### src/rtl/ldl_max_window_pkg.sv
// Shared types and constants for the windowed running-maximum controller.
package ldl_max_window_pkg;

   typedef enum logic [1:0] {
      ST_IDLE  = 2'd0,
      ST_RUN   = 2'd1,
      ST_FLUSH = 2'd2
   } state_t;

   // A programmed length of zero arms a window of this many samples.
   localparam int unsigned LEN_ZERO_MAP = 1;

endpackage

### src/rtl/ldl_max_track.sv
// Running-maximum tracker: holds the current peak and the index of its first occurrence.
module ldl_max_track #(
   parameter int WIDTH = 8,
   parameter int CNT_W = 8
) (
   input  logic             clk,
   input  logic             rst_n,
   input  logic             clear_i,
   input  logic             accept_i,
   input  logic             first_i,
   input  logic [WIDTH-1:0] data_i,
   input  logic [CNT_W-1:0] idx_i,
   output logic [WIDTH-1:0] max_o,
   output logic [CNT_W-1:0] idx_o,
   output logic [WIDTH-1:0] nxt_max_o,
   output logic [CNT_W-1:0] nxt_idx_o
);

   logic [WIDTH-1:0] max_q, max_d;
   logic [CNT_W-1:0] idx_q, idx_d;
   logic             take;

   // Strict compare so a tie keeps the earlier index; the first sample always loads.
   assign take      = accept_i & (first_i | (data_i > max_q));
   assign nxt_max_o = take ? data_i : max_q;
   assign nxt_idx_o = take ? idx_i  : idx_q;

   always_comb begin
      max_d = nxt_max_o;
      idx_d = nxt_idx_o;
      if (clear_i) begin
         max_d = '0;
         idx_d = '0;
      end
   end

   always_ff @(posedge clk or negedge rst_n) begin
      if (!rst_n) begin
         max_q <= '0;
         idx_q <= '0;
      end else begin
         max_q <= max_d;
         idx_q <= idx_d;
      end
   end

   assign max_o = max_q;
   assign idx_o = idx_q;

endmodule

### src/rtl/ldl_max_window_ctrl.sv
// Windowed peak finder: counts samples per window, emits (max, idx) per window,
// supports continuous re-arm and flushing of aborted partial windows.
module ldl_max_window_ctrl
   import ldl_max_window_pkg::*;
#(
   parameter int WIDTH = 8,
   parameter int CNT_W = 8
) (
   input  logic             clk,
   input  logic             rst_n,
   input  logic             start,
   input  logic             stop,
   input  logic             cont,
   input  logic [CNT_W-1:0] cfg_len,
   input  logic             in_valid,
   output logic             in_ready,
   input  logic [WIDTH-1:0] in_data,
   output logic             out_valid,
   input  logic             out_ready,
   output logic [WIDTH-1:0] out_max,
   output logic [CNT_W-1:0] out_idx,
   output logic             out_partial,
   output logic             busy
);

   state_t           state_q, state_d;
   logic [CNT_W-1:0] cnt_q, cnt_d;
   logic [CNT_W-1:0] len_q, len_d;
   logic             out_valid_q, out_valid_d;
   logic [WIDTH-1:0] out_max_q, out_max_d;
   logic [CNT_W-1:0] out_idx_q, out_idx_d;
   logic             out_partial_q, out_partial_d;

   logic             accept, last, trk_clear;
   logic [WIDTH-1:0] trk_max, trk_nxt_max;
   logic [CNT_W-1:0] trk_idx, trk_nxt_idx;

   // Ready depends only on registered state and the consumer, never on in_valid.
   assign in_ready = (state_q == ST_RUN) & (~out_valid_q | out_ready);
   assign accept   = in_valid & in_ready;
   assign last     = accept & (cnt_q == (len_q - CNT_W'(1)));

   ldl_max_track #(.WIDTH(WIDTH), .CNT_W(CNT_W)) u_track (
      .clk       (clk),
      .rst_n     (rst_n),
      .clear_i   (trk_clear),
      .accept_i  (accept),
      .first_i   (cnt_q == '0),
      .data_i    (in_data),
      .idx_i     (cnt_q),
      .max_o     (trk_max),
      .idx_o     (trk_idx),
      .nxt_max_o (trk_nxt_max),
      .nxt_idx_o (trk_nxt_idx)
   );

   always_comb begin
      state_d       = state_q;
      cnt_d         = cnt_q;
      len_d         = len_q;
      out_valid_d   = out_valid_q & ~out_ready;
      out_max_d     = out_max_q;
      out_idx_d     = out_idx_q;
      out_partial_d = out_partial_q;
      trk_clear     = 1'b0;
      case (state_q)
         ST_IDLE: begin
            if (start && !stop) begin
               state_d   = ST_RUN;
               len_d     = (cfg_len == '0) ? CNT_W'(LEN_ZERO_MAP) : cfg_len;
               cnt_d     = '0;
               trk_clear = 1'b1;
            end
         end
         ST_RUN: begin
            if (accept) cnt_d = cnt_q + CNT_W'(1);
            if (last) begin
               out_max_d     = trk_nxt_max;
               out_idx_d     = trk_nxt_idx;
               out_partial_d = 1'b0;
               out_valid_d   = 1'b1;
               cnt_d         = '0;
               state_d       = (cont && !stop) ? ST_RUN : ST_IDLE;
            end else if (stop) begin
               // An empty window aborts silently; anything collected is flushed.
               state_d = (cnt_q == '0 && !accept) ? ST_IDLE : ST_FLUSH;
            end
         end
         ST_FLUSH: begin
            if (!out_valid_q || out_ready) begin
               out_max_d     = trk_max;
               out_idx_d     = trk_idx;
               out_partial_d = 1'b1;
               out_valid_d   = 1'b1;
               state_d       = ST_IDLE;
            end
         end
         default: state_d = ST_IDLE;
      endcase
   end

   always_ff @(posedge clk or negedge rst_n) begin
      if (!rst_n) begin
         state_q       <= ST_IDLE;
         cnt_q         <= '0;
         len_q         <= '0;
         out_valid_q   <= 1'b0;
         out_max_q     <= '0;
         out_idx_q     <= '0;
         out_partial_q <= 1'b0;
      end else begin
         state_q       <= state_d;
         cnt_q         <= cnt_d;
         len_q         <= len_d;
         out_valid_q   <= out_valid_d;
         out_max_q     <= out_max_d;
         out_idx_q     <= out_idx_d;
         out_partial_q <= out_partial_d;
      end
   end

   assign out_valid   = out_valid_q;
   assign out_max     = out_max_q;
   assign out_idx     = out_idx_q;
   assign out_partial = out_partial_q;
   assign busy        = (state_q != ST_IDLE);

endmodule

### config.mk
export PLATFORM = sky130hd
export DESIGN_NAME = ldl_max_window_ctrl
export DESIGN_NICKNAME = d
export VERILOG_FILES = /design/src/rtl/ldl_max_window_pkg.sv /design/src/rtl/ldl_max_track.sv /design/src/rtl/ldl_max_window_ctrl.sv
export SDC_FILE = /design/constraint.sdc
export NUM_CORES = 1
export LEC_CHECK = 0
export CAP_MARGIN = 10
export CORE_MARGIN = 2
export CORE_UTILIZATION = 50
export CTS_BUF_LIST = sky130_fd_sc_hd__clkbuf_8 sky130_fd_sc_hd__clkbuf_16
export DETAILED_ROUTE_END_ITERATION = 10
export PLACE_DENSITY = 0.74
export SETUP_SLACK_MARGIN = 0.02
export SLEW_MARGIN = 15
export SYNTH_ARGS = -nofsm -noshare
export SYNTH_HDL_FRONTEND = slang
export SYNTH_SLANG_ARGS = --single-unit
### constraint.sdc
create_clock -name clk -period 3.4 [get_ports clk]
set_clock_uncertainty 0.1 [all_clocks]
set_input_delay 0.68 -clock clk [delete_from_list [all_inputs] [get_ports clk]]
set_output_delay 0.68 -clock clk [all_outputs]
set_load 0.005 [all_outputs]
# Yosys cells after proc, flatten, opt, wreduce, memory -nomap -nowiden
# Index checks and enable logic that the tools add are counted.
# classes
addsub	2
magnitude_cmp	1
eq_ne	8
mux	30
bitwise	9
reduce_logical	17
# op_table
operator	count
8-bit 2-to-1 mux	12
8-bit one-hot mux with 2 select lines	3
8-bit logical NOT	2
2-bit 2-to-1 mux	5
3-bit AND reduction	3
8-bit by 1-bit adder with 8-bit output, second input constant	1
8-bit equality test	1
8-bit > comparator	1
8-bit by 1-bit subtractor with 8-bit output, second input constant	1
1-bit 2-to-1 mux	7
2-bit != test, second input constant	3
3-bit != test, second input constant	2
2-bit one-hot mux with 3 select lines	1
2-bit nonzero test	3
1-bit bitwise AND	5
1-bit one-hot mux with 2 select lines	2
1-bit logical AND	3
1-bit logical NOT	3
2-bit by 1-bit equality test with 1-bit output, second input constant	1
2-bit equality test, second input constant	1
2-bit logical NOT	1
1-bit NOT	2
1-bit OR	2
2-bit AND reduction	1
1-bit logical OR	1
# word_totals
regBits	52
inputBits	23
output_inout_bits	20
word_cells	76

# Depth between registers and ports, before layout
# logic_depth
ltp_word	10
ltp_mapped	10
depth_no_buf	8

# Hierarchy
# A second synthesis with hierarchy kept.
# hier_totals
cells_unflattened	325
hier_area_um2	3464.6
# modules_own_cells
mod	n_inst	cells_each	area_each_um2
ldl_max_window_ctrl	1	211	2204.6
ldl_max_track	1	114	1260.0

# Worst setup path after synthesis
# No wires, ideal clock.
# synth_timing
path_kind	input-to-reg
from	in in_data[1]
to	reg u_track.idx_q[0] (netlist: u_track.idx_o[0])
arrival_ns	2.527
required_ns	3.221
setup_slack_ns	0.693
cell_stages	8
path_buffers	1
path_cell_list	ha_1 nor2b_1 o211ai_1 a21oi_1 o22ai_1 a21oi_1 buf_2 mux2i_1
# synth_via
elab_chain_cells	5
# synth_rtl
element	line	text
start, declared	ldl_max_window_ctrl.sv:17	input logic [WIDTH-1:0] in_data,
8-bit > comparator	ldl_max_track.sv:24	assign take = accept_i & (first_i | (data_i > max_q));
1-bit OR	ldl_max_track.sv:24	
1-bit bitwise AND	ldl_max_track.sv:24	
8-bit 2-to-1 mux	ldl_max_track.sv:26	assign nxt_idx_o = take ? idx_i : idx_q;
8-bit 2-to-1 mux	ldl_max_track.sv:31	if (clear_i) begin
via u_track.idx_d[0]	ldl_max_track.sv:20	logic [CNT_W-1:0] idx_q, idx_d;
end signal, assigned	ldl_max_track.sv:43	idx_q <= idx_d;
end, declared	ldl_max_track.sv:20	
# The timed path passes the listed nets, and every way through them passes these cells.
# A chain may end at the register's enable or synchronous reset.

# Worst setup path after layout
# layout_timing
from	reg len_q[0]
to	reg cnt_q[1]
# layout_via
elab_chain_cells	5
# layout_rtl
element	line	text
start, declared	ldl_max_window_ctrl.sv:28	logic [CNT_W-1:0] len_q, len_d;
start signal, assigned	ldl_max_window_ctrl.sv:114	len_q <= len_d;
8-bit by 1-bit subtractor with 8-bit output *	ldl_max_window_ctrl.sv:41	assign last = accept & (cnt_q == (len_q - CNT_W'(1)));
8-bit equality test *	ldl_max_window_ctrl.sv:41	
1-bit bitwise AND *	ldl_max_window_ctrl.sv:41	
3-bit != test (no line) / 8-bit 2-to-1 mux (equally long branches)	--	
3-bit AND reduction (no line) / 8-bit one-hot mux with 2 select lines (equally long branches)	--	
end signal, assigned	ldl_max_window_ctrl.sv:113	cnt_q <= cnt_d;
end, declared	ldl_max_window_ctrl.sv:27	logic [CNT_W-1:0] cnt_q, cnt_d;
# Mark *: on every way between the ends. The rest lies on a longest branch, timed or not.

==> out/results.tsv <==
metric	value	unit
status	finished, final reports clean	
cts_tree	done	
peakVddDrop	0.000535	V
dp_hpwl	5.43	mm
grt_setup_unrepaired	no	
cp-start-kind	flip-flop	
clkSinkCount	52	
worstMarginPinSlew	0.794	ns
place_congestion	0.898	
fin_area	3820	µm²
ios	43	
dp.cells	467	
antenna_found_initial	0	
synth.most_common_cell	dfrtp_1	
insertion_delay	0.32	ns
synth_largest_area_cell	dfrtp_1	
syn_area	3240	µm²
vias_per_cell	5.97	
worst-r2r-setup-slack	0.53	ns
cpPeakStageDelay	0.70	ns
cts_resized	0	
diodes	0	
cts-root-buf	clkbuf_8	
cp-end-kind	flip-flop	
totalWireLength	7.84	mm
cts_setup_buffers	0	
min_period	2.87	ns
synth.top_cell.area_share	40.1	%
hold_viol	0	
power_density	804	nW/µm²
crit_fanout	10	
synth_area_leaders	dfrtp_1 (40%), nand2_1 (5.6%), ha_1 (5.4%), mux2i_1 (4.9%), a21oi_1 (4.0%)	
ctsHoldBuffers	0	
p_int	1.76	mW
port_buffers	42	
fin_nets	434	
synth_flop_cell	dfrtp_1	
synth.distinct_cells	51	
syn-instance-count	362	
die_area	7150	µm²
grt_pass1_vias	2687	
drv_cap	0	
vias	2836	
dpl_cell_area	3730	µm²
drive_gt1_share	8.79	%
fp.dieH	84.5	µm
synth-edff-count	0	
setup_ws	0.532	ns
row_count	29	
synth-simple-area-share	19.2	%
cts_buffer_depth	2	
syn2layout_area_growth	17.8	%
synth_xor_area_share	4.01	%
routed.top_layer	met4	
pwr-share-comb	52.2	%
ys_seq_area_share	40.1	%
slowest_stage	or4_1	
synthMuxAreaShare	7.37	%
synth_top_family_by_area	simple AND/OR/NAND/NOR gates	
hold_class	in -> async	
crit_cells	6	
place_ws	0.287	ns
final-setup-viol-count	0	
p_leak	1.54	nW
r2r_start	len_q[0]	
p_sw_share	42.7	%
power	3.07	mW
ys_seq_elements	52	
finalCritPeriodShare	84.4	%
first_pass_iters	4	
reg2reg_depth	6	
htreeDepth	2	
clk_pin_slew	0.10	ns
path_delay_family	simple AND/OR/NAND/NOR gates	
path_buf_inv	1	
critPathKind	reg -> reg	
path_cells	inv_1 -> ha_1 -> o311a_1 -> or4_1 -> or3_1 -> a32o_1	
synthArstFlopShare	100	%
worst_hold_slack	0.188	ns
die_w	84.5	µm
yosys-top-cells-count	dfrtp_1 (52), nand2_1 (48), a21oi_1 (26)	
synth_fa_ha_area_share	5.40	%
finalCoreUtilization	60.5	%
finalMaxSlewViolations	0	
wl_met1	3.51	mm
wire_per_inst	16.5	µm
ys_warn_count	0	
grt_overflow_total	0	
start_util	51.4	%
synth-compound-area-share	18.9	%
rr_endpoint	cnt_q[1]	
routed-wl-met3	462	µm
drc_errors	0	
final_cells	475	
synth_area_per_cell	8.96	µm²
syn-num-nets	399	
finalSetupTns	0	ns
grt_usage	23.2	%
cts_buffers	5	
p_clk_share	12.2	%
grt_first_pass_wirelength	13.5	mm
fmax	349	MHz
seq_power_share	35.6	%
postRouteAntennaNets	0	
worst-endpoint-arrival	2.98	ns
grt_max_degree	42	
drtIter0Drc	188	
coreArea	6310	µm²
met2_length	3.79	mm
power_switching	1.31	mW
slew_headroom	47.0	%
crit_required	3.51	ns
## final cells by class
cell class,count,area (µm²)
Inverter,17,63.8
Clock inverter,3,23.8
Clock buffer,5,68.8
Timing Repair Buffer,51,483
Multi-Input combinational cell,270,1780
Tap cell,77,96.3
Fill cell,569,2490
Sequential cell,52,1300
## registers in the layout, summed over array words and instances (netlist names)
name,cells
cnt_q,8
len_q,8
out_idx,8
out_max,8
out_partial,1
out_valid,1
state_q,2
u_track.idx_o,8
u_track.max_o,8
## cells by family after synthesis
group	after synthesis
xor gates and xnor gates	14
adders and majority gates	14
buffers and inverters	40
AOI/OAI and AO/OA	95
muxes	23
DFF	52
and+or+nand+nor	124
## routing by layer
| metal | global-route usage, % | vias to the layer above |
|---|---|---|
| met1 | 32.7 | 1373 |
| li1 | - | 1366 |
| met4 | 5.77 | 0 |
| met5 | 0 | - |
| met2 | 37.8 | 90 |
| met3 | 3.24 | 7 |
## worst max path at each step
| stage | from | to | slack (ns) |
|---|---|---|---|
| 2_1_floorplan | in_data[1] | u_track.idx_o[0] | 0.69 |
| 3_3_place_gp | out_ready | cnt_q[1] | 0.36 |
| 3_5_place_dp | in_data[0] | out_max[7] | 0.29 |
| 4_1_cts | len_q[0] | cnt_q[1] | 0.54 |
| 5_1_grt | in_data[0] | out_max[1] | 0.30 |
| 6_report | len_q[0] | cnt_q[1] | 0.53 |
## cells in the final DEF (no fill, tap or decap), types with 3 or more instances in the layout
cell             count
xnor2_1              7
clkdlybuf4s50_1     41
a31oi_1             17
buf_4                9
ha_1                14
o21ai_1              7
or3_1                3
nand2b_1             5
o211ai_1             5
nand2_1             48
o21ai_0             20
clkbuf_8             5
dfrtp_1             52
a21oi_1             25
o311ai_1             4
and2_1               3
nor3_1               7
xor2_1               6
nand4_1              4
nor2_1              12
mux2_2               7
mux2i_1             16
nor2b_1              5
inv_1               17
nand3_1             22
## power groups by stage
stage | sequential, mW | clock, mW | combinational, mW
floorplan | 1.04 | 0 | 1.05
global placement | 1.10 | 0 | 1.56
detailed placement | 1.10 | 0 | 1.60
CTS | 1.09 | 0.387 | 1.61
global route | 1.13 | 0.409 | 1.79
finish | 1.09 | 0.375 | 1.60
No activity file was read; power rests on OpenSTA's default activity.
